--- config.mk ---
export PLATFORM = sky130hd
export DESIGN_NAME = exc_pipe_ctrl
export DESIGN_NICKNAME = d
export VERILOG_FILES = /design/src/rtl/exc_pipe_ctrl.sv
export SDC_FILE = /design/constraint.sdc
export NUM_CORES = 1
export LEC_CHECK = 0
export CAP_MARGIN = 25
export CORE_MARGIN = 2
export CORE_UTILIZATION = 35
export CTS_BUF_LIST = sky130_fd_sc_hd__clkbuf_16
export DETAILED_ROUTE_END_ITERATION = 10
export GPL_TIMING_DRIVEN = 0
export PLACE_DENSITY = 0.85
export SETUP_SLACK_MARGIN = 0.15
export SYNTH_ARGS = -nofsm -noshare
export SYNTH_HDL_FRONTEND = slang
export SYNTH_SLANG_ARGS = --single-unit
--- constraint.sdc ---
create_clock -name clk -period 2 [get_ports clk]
set_input_delay 0.4 -clock clk [delete_from_list [all_inputs] [get_ports clk]]
set_output_delay 0.4 -clock clk [all_outputs]
set_load 0.01 [all_outputs]
--- src/rtl/exc_pipe_ctrl.sv ---
// exc_pipe_ctrl -- exception and hazard sequencer for the 5-stage MIPS pipeline.
//
// This block drives the EN/CLR controls of every pipeline register. That
// includes the WriteBack-to-Fetch PC register. It also selects the next-PC
// source, ranks stage exceptions, interrupts and ERET, and records EPC/Cause.
// The load-use stall request from the hazard unit is merged in here.
//
// Ports:
//   clk, rst            clock (rising edge), synchronous active-high reset
//   stall_req           load-use stall request from the hazard unit
//   exc_ri_D, eret_D    reserved instruction / ERET in Decode
//   exc_ovf_E           arithmetic overflow in Execute
//   exc_adel_M          misaligned load address in Memory
//   irq                 external interrupt (level)
//   pc_D, pc_E, pc_M    PC of the instruction in each stage
//   en_pc, en_FD        enables of the PC register and the F/D register
//   clr_FD..clr_MW      synchronous clears of each pipeline register
//   pc_sel              00 sequential, 01 exc_vector, 10 epc
//   exc_vector          constant handler address
//   epc, cause, exl     exception PC, ExcCode of the last event, exception level
//   exc_count           (EXC_COUNT_EN only) saturating count of taken exceptions
//
// Optional feature macro: EXC_COUNT_EN adds the exc_count output and its counter.
module exc_pipe_ctrl #(
  parameter int                  WIDTH_32   = 32,
  parameter logic [WIDTH_32-1:0] EXC_VECTOR = 32'h0000_0080
) (
  input  logic                clk,
  input  logic                rst,
  input  logic                stall_req,
  input  logic                exc_ri_D,
  input  logic                eret_D,
  input  logic                exc_ovf_E,
  input  logic                exc_adel_M,
  input  logic                irq,
  input  logic [WIDTH_32-1:0] pc_D,
  input  logic [WIDTH_32-1:0] pc_E,
  input  logic [WIDTH_32-1:0] pc_M,
  output logic                en_pc,
  output logic                en_FD,
  output logic                clr_FD,
  output logic                clr_DE,
  output logic                clr_EM,
  output logic                clr_MW,
  output logic [1:0]          pc_sel,
  output logic [WIDTH_32-1:0] exc_vector,
`ifdef EXC_COUNT_EN
  output logic [15:0]         exc_count,
`endif
  output logic [WIDTH_32-1:0] epc,
  output logic [4:0]          cause,
  output logic                exl
);

  typedef enum logic {RUN = 1'b0, LOCK = 1'b1} state_t;

  state_t              state_q, state_d;
  logic [WIDTH_32-1:0] epc_q, epc_d;
  logic [4:0]          cause_q, cause_d;
  logic                exl_q, exl_d;
  logic                take_exc;
  logic                irq_ok;

  assign exc_vector = EXC_VECTOR;
  assign epc        = epc_q;
  assign cause      = cause_q;
  assign exl        = exl_q;

  always_comb begin
    en_pc    = 1'b1;
    en_FD    = 1'b1;
    clr_FD   = 1'b0;
    clr_DE   = 1'b0;
    clr_EM   = 1'b0;
    clr_MW   = 1'b0;
    pc_sel   = 2'b00;
    state_d  = RUN;
    epc_d    = epc_q;
    cause_d  = cause_q;
    exl_d    = exl_q;
    take_exc = 1'b0;
    // An interrupt waits while the core is in the handler. It also waits
    // during a stall, so the interlocked instruction is never split.
    irq_ok   = irq & ~exl_q & ~stall_req;

    if (state_q == RUN) begin
      // Oldest stage first: a fault further down the pipe wins.
      if (exc_adel_M) begin
        {clr_FD, clr_DE, clr_EM, clr_MW} = 4'b1111;
        pc_sel   = 2'b01;
        epc_d    = pc_M;
        cause_d  = 5'd4;
        take_exc = 1'b1;
      end else if (exc_ovf_E) begin
        {clr_FD, clr_DE, clr_EM} = 3'b111;
        pc_sel   = 2'b01;
        epc_d    = pc_E;
        cause_d  = 5'd12;
        take_exc = 1'b1;
      end else if (exc_ri_D) begin
        {clr_FD, clr_DE} = 2'b11;
        pc_sel   = 2'b01;
        epc_d    = pc_D;
        cause_d  = 5'd10;
        take_exc = 1'b1;
      end else if (irq_ok) begin
        {clr_FD, clr_DE} = 2'b11;
        pc_sel   = 2'b01;
        epc_d    = pc_D;
        cause_d  = 5'd0;
        take_exc = 1'b1;
      end else if (eret_D && exl_q) begin
        // ERET outside the handler falls through as a NOP.
        {clr_FD, clr_DE} = 2'b11;
        pc_sel   = 2'b10;
        exl_d    = 1'b0;
        state_d  = LOCK;
      end else if (stall_req) begin
        en_pc  = 1'b0;
        en_FD  = 1'b0;
        clr_DE = 1'b1;
      end
      if (take_exc) begin
        exl_d   = 1'b1;
        state_d = LOCK;
      end
    end else begin
      // LOCK covers the cycle after a redirect. Events seen here come from
      // flushed or wrong-path instructions, so only the stall is honoured.
      if (stall_req) begin
        en_pc  = 1'b0;
        en_FD  = 1'b0;
        clr_DE = 1'b1;
      end
    end
  end

  always_ff @(posedge clk) begin
    if (rst) begin
      state_q <= RUN;
      epc_q   <= '0;
      cause_q <= '0;
      exl_q   <= 1'b0;
    end else begin
      state_q <= state_d;
      epc_q   <= epc_d;
      cause_q <= cause_d;
      exl_q   <= exl_d;
    end
  end

`ifdef EXC_COUNT_EN
  logic [15:0] count_q;

  always_ff @(posedge clk) begin
    if (rst) begin
      count_q <= '0;
    end else if (take_exc && (count_q != 16'hFFFF)) begin
      count_q <= count_q + 16'd1;
    end
  end

  assign exc_count = count_q;
`endif

endmodule

* Word level (Yosys, flattened, before mapping)
Index checks and enable logic that the tools add are counted.
** Storage, ports and cells
- Flip-flop bits (word level) :: 39
- Output and inout port bits :: 78
- Bits in read-only memories :: 0
- Bits in writable memories :: 0
- Latch bits :: 0
- Memories :: 0
- Word-level logic and storage cells :: 74
** Operators by class
- Shifts and indexed selects :: 0
- Bitwise operators :: 5
- Add/sub/neg operators :: 0
- Magnitude comparators :: 0
- Reduce and logical (&&, ||, !) cells :: 6
- Multiply operators :: 0
- Multiplexer cells :: 55
- Divide/modulo/power cells :: 0
- Equality and inequality tests :: 4
** Operator list (number)
- $mux W32 :: 4
- $mux W1 :: 41
- $mux W5 :: 4
- $mux W2 :: 6
- $ne A2 B1 Y1 const B :: 4
- $reduce_and A6 Y1 :: 1
- $reduce_bool A4 Y1 :: 1
- $not A1 Y1 :: 3
- $and A1 B1 Y1 :: 2
- $reduce_and A2 Y1 :: 1
- $reduce_bool A2 Y1 :: 1
- $reduce_or A2 Y1 :: 1
- $logic_and A1 B1 Y1 :: 1

* Logic depth before layout (Yosys ltp)
- Word-level depth :: 10
- Depth in mapped cells :: 7
- Gate-level depth less buffers :: 3

* Least setup slack after synthesis
No wires, ideal clock.
- Kind :: reg-to-output
- From :: reg state_q
- To :: out pc_sel[0]
- Stages on the path, launching flop included :: 8
- Buffers on the path :: 4
- Data arrival time :: 1512 ps
- Slack :: 88 ps
- Path through :: dfxtp_1 -> buf_6 -> or4b_1 -> buf_2 -> o21a_1 -> buf_6 -> buf_8 -> inv_1
** On the way
- Cells in the longest elaborated chain, start to end :: 1
** Ends and longest elaborated chain
- start: declaration :: line 57 : state_t state_q, state_d;
- start signal: assignment :: line 145 : state_q <= state_d;
- $mux W2 :: line 86 : if (state_q == RUN) begin
- end: declaration :: line 45 : output logic [1:0] pc_sel,
Every way passes these cells.

* Worst setup path after layout
- From :: in stall_req
- To :: out pc_sel[0]
** On the way
- Cells in the longest elaborated chain, start to end :: 7
** Ends and longest elaborated chain
- start: declaration :: line 30 : input logic stall_req,
- $not A1 Y1 :: line 84 : irq_ok = irq & ~exl_q & ~stall_req;
- $and A1 B1 Y1 :: line 84
- $mux W2 :: line 106 : end else if (irq_ok) begin
- $mux W2 :: line 100 : end else if (exc_ri_D) begin
- $mux W2 :: line 94 : end else if (exc_ovf_E) begin
- $mux W2 :: line 88 : if (exc_adel_M) begin
- $mux W2 :: line 86
Every way passes these cells.

==> summary.txt <==
Outcome
  – Outcome: finished with violations
  – Violations in the final reports: setup timing

Critical path
  – Element type at the critical path start: primary input
  – End of the worst register-to-register path: epc[20]
  – Worst setup EP type: output pin
  – Req. time, crit path: 1600 ps
  – Crit-path max FO: 3
  – R2r startpoint: exl
  – FF-to-FF path depth: 7
  – Arr. time, crit path: 1760 ps
  – Setup slack of the most critical reg-to-reg path: 160 ps
  – Startpoint-to-endpoint class of the critical path: primary input to output pin

STA
  – Tightest slew margin relative to the limit: 63.68%
  – Final-report max-slew violation count: 0
  – RSZ-0062 raised after global routing: yes
  – Actual transition at the worst max-transition pin: 544.9 ps
  – Aggregate negative setup slack: -216.6 ps
  – Final Critical Period: 2160 ps
  – Clock tree skew after final layout: 3.484 ps
  – Period utilisation layout: 108.0%
  – Final hold violation count: 0
  – Achievable Freq: 463.0 MHz
  – Worst path setup slack after routing: -159.9 ps
  – Final setup fails: 3

Logic synthesis
  – Yosys reg bits: 37
  – Ys flop type: sky130_fd_sc_hd__dfxtp_1
  – Yosys warnings: 0
  – Number of instances in the synthesized netlist: 284
  – Count of cell types in the netlist: 29
  – Part of the Yosys area used for sequential elements: 29.01%
  – Asr flop ratio synth: 0%
  – Summed instance area of the synthesized netlist: 0.002554 mm^2
  – Post-Syn Area per Cell: 8.992 um^2
  – Post-synth EDFFs: 0

Placed design
  – Count of buffers inserted at the top-level ports: 146
  – Detail Placement HPWL: 6387 um
  – Placer's final routability congestion estimate: 0.8127

Routing
  – First drt pass iteration count: 4
  – Count of nets left with antenna violations after detail routing: 0
  – Count of vias placed by the detailed router: 2640
  – Remaining design rule violation count: 0
  – Aggregate routed wire length: 8328 um
  – First-iteration detailed-routing DRC count: 52
  – Routed wirelength normalized by instance count: 14.53 um
  – Number of vias per cell: 4.607

Pwr
  – Power, Total: 2513 uW
  – Power density relative to cell area: 560.8 mW/mm^2
  – Leakage power: 0.001883 uW
  – Maximum resistive drop on vdd: 0.0003030 V

Global route
  – GRT Residual Overflow: 0
  – First-pass GRT wire length: 12640 um
  – Maximum number of pins on one net before global-route repair: 11
  – Total global-route track usage: 20.51%
  – Number of antenna violations at the first check in global routing: 0
  – Via count of the first global-routing pass: 2686

CTS
  – Root buffer cell: sky130_fd_sc_hd__clkbuf_16
  – Clock-pin transition on the worst setup and hold timing paths: 50 ps
  – CTS HTree Levels: 2
  – CTS Sinks: 37
  – Clock insertion delay at the later pin of the skew report: 270 ps
  – Clock tree from TritonCTS: done
  – CTS buffer count: 5
  – Cts-stage hold buffer count: 0
  – Number of buffers on the longest clock path: 2

Worst hold path
  – Worst hold path stage count: 2
  – Hold Path Sink: epc[8]
  – Worst hold path class: register to register
  – Hold Crit Start: epc[8]

Final layout
  – Synth-to-Final Area Change: 75.50%
  – Fill cell instance count of the final layout: 607
  – Post-layout net count: 578
  – Fraction of final layout cells sized beyond drive strength 1: 22.78%
  – Antenna diode count: 0

Floorplan
  – Die ar.: 0.007996 mm^2
  – Count of standard-cell rows: 31
  – Die boundary width: 89.42 um
  – Boundary pin count: 182
  – Initial Util: 35.59%
  – Area of the placeable core: 0.007176 mm^2
  – Vert. Die Dim: 89.42 um

Run
  – Max Cap Violations: 0
[placed cells by master, fill, tap and decap left out, types with 2 or more instances in the layout]
master,count
sky130_fd_sc_hd__buf_6,7
sky130_fd_sc_hd__clkdlybuf4s50_1,133
sky130_fd_sc_hd__nor2_1,3
sky130_fd_sc_hd__o21a_1,2
sky130_fd_sc_hd__clkbuf_16,5
sky130_fd_sc_hd__mux2i_1,32
sky130_fd_sc_hd__buf_2,7
sky130_fd_sc_hd__dlygate4sd2_1,5
sky130_fd_sc_hd__inv_1,3
sky130_fd_sc_hd__dfxtp_1,36
sky130_fd_sc_hd__o211ai_1,32
sky130_fd_sc_hd__nand2b_1,33
sky130_fd_sc_hd__a21oi_1,2
sky130_fd_sc_hd__nand2_1,33
sky130_fd_sc_hd__conb_1,34
sky130_fd_sc_hd__clkbuf_1,7
sky130_fd_sc_hd__buf_12,3
sky130_fd_sc_hd__buf_4,40
sky130_fd_sc_hd__clkbuf_2,4
sky130_fd_sc_hd__mux2_2,32
sky130_fd_sc_hd__nand2_2,3
[worst max-delay path, stage by stage]
cell and delay (ps):
sky130_fd_sc_hd__dlygate4sd2_1 260, sky130_fd_sc_hd__or4b_4 520, sky130_fd_sc_hd__buf_6 130, sky130_fd_sc_hd__o21a_1 100, sky130_fd_sc_hd__buf_6 120, sky130_fd_sc_hd__buf_12 120, sky130_fd_sc_hd__clkinv_4 30, sky130_fd_sc_hd__buf_6 80
[cell families (layout without fill, tap and decap cells)]
kind of cell | after synthesis | after routing | share of synthesized area, %
compound gates | 40 | 40 | 11.51
buf+inv | 62 | 220 | 16.76
flops | 37 | 37 | 29.01
mux | 64 | 64 | 26.65
other cells | 2 | 34 | 0.2941
simple gates | 79 | 79 | 15.78
[sequential cells by signal (all words and copies together) (netlist names)]
| signal | count |
|---|---|
| cause | 3 |
| epc | 32 |
| exl | 1 |
| state_q | 1 |
[final cells by class]
class | instances | area, um^2 | share of cell area [%]
plain buffers | 59 | 461.7 | 10.30
inverters | 3 | 16.27 | 0.3629
well taps | 99 | 123.9 | 2.764
clock buffers | 5 | 125.1 | 2.792
clock inverters | 2 | 7.507 | 0.1675
repair buffers | 151 | 1478 | 32.97
flip-flops and latches | 37 | 742.0 | 16.56
multi-input cells | 217 | 1528 | 34.09
[cells in the mapped netlist, types with 3 or more instances]
cell	number	area (um^2)
sky130_fd_sc_hd__inv_1	3	11.26
sky130_fd_sc_hd__buf_2	4	20.02
sky130_fd_sc_hd__nand2_1	36	135.1
sky130_fd_sc_hd__nand2b_1	33	206.5
sky130_fd_sc_hd__clkbuf_1	14	52.55
sky130_fd_sc_hd__nor2_1	3	11.26
sky130_fd_sc_hd__dfxtp_1	37	740.7
sky130_fd_sc_hd__mux2_2	32	360.4
sky130_fd_sc_hd__mux2i_1	32	320.3
sky130_fd_sc_hd__buf_4	35	262.8
sky130_fd_sc_hd__o211ai_1	32	240.2
[stage by stage]
stage	instances	instance area [um^2]	worst slack (ps)	utilization (%)	hold WS, ps
floorplan	316	2676	119.8	-	469.1
global placement	561	4262	-944.3	59.39	444.8
finish	573	4482	-159.9	62.46	458.2
detailed placement	561	4262	-984.4	59.39	454.2
CTS	573	4459	-187.3	62.14	461.5
global route	573	4482	-203.1	62.46	482.9
[routing by layer]
layer | vias up | global-route usage (%) | part of all wire (%)
li1 | 1286 | - | -
met1 | 1209 | 21.53 | 36
met2 | 128 | 40.07 | 54
met3 | 17 | 4.432 | 7.5
met4 | 0 | 6.513 | 2.1
met5 | - | 0 | 0
[where the power goes]
part           internal, uW  leakage, uW  total (uW)  switching [uW]
sequential              820     0.000308         864            43.5
clock                   445    0.0000685         720             275
combinational           572      0.00151         929             357
total                  1840      0.00188        2510             676
[what timing repair did]
item / CTS / global route
gates cloned: 0 / 0
setup buffers: 5 / 0
pin swaps: 4 / 4
resized for setup: 49 / 15
endpoints found under the setup margin: 41 / 37
[how the worst max path moves through the flow]
stage,from,to,cells after the start
2_1_floorplan,stall_req,pc_sel[0],6
3_3_place_gp,exc_adel_M,clr_MW,5
3_5_place_dp,exc_adel_M,clr_MW,5
4_1_cts,state_q,pc_sel[0],8
5_1_grt,state_q,pc_sel[0],8
6_report,stall_req,pc_sel[0],8
(Power assumes the default switching activity.)
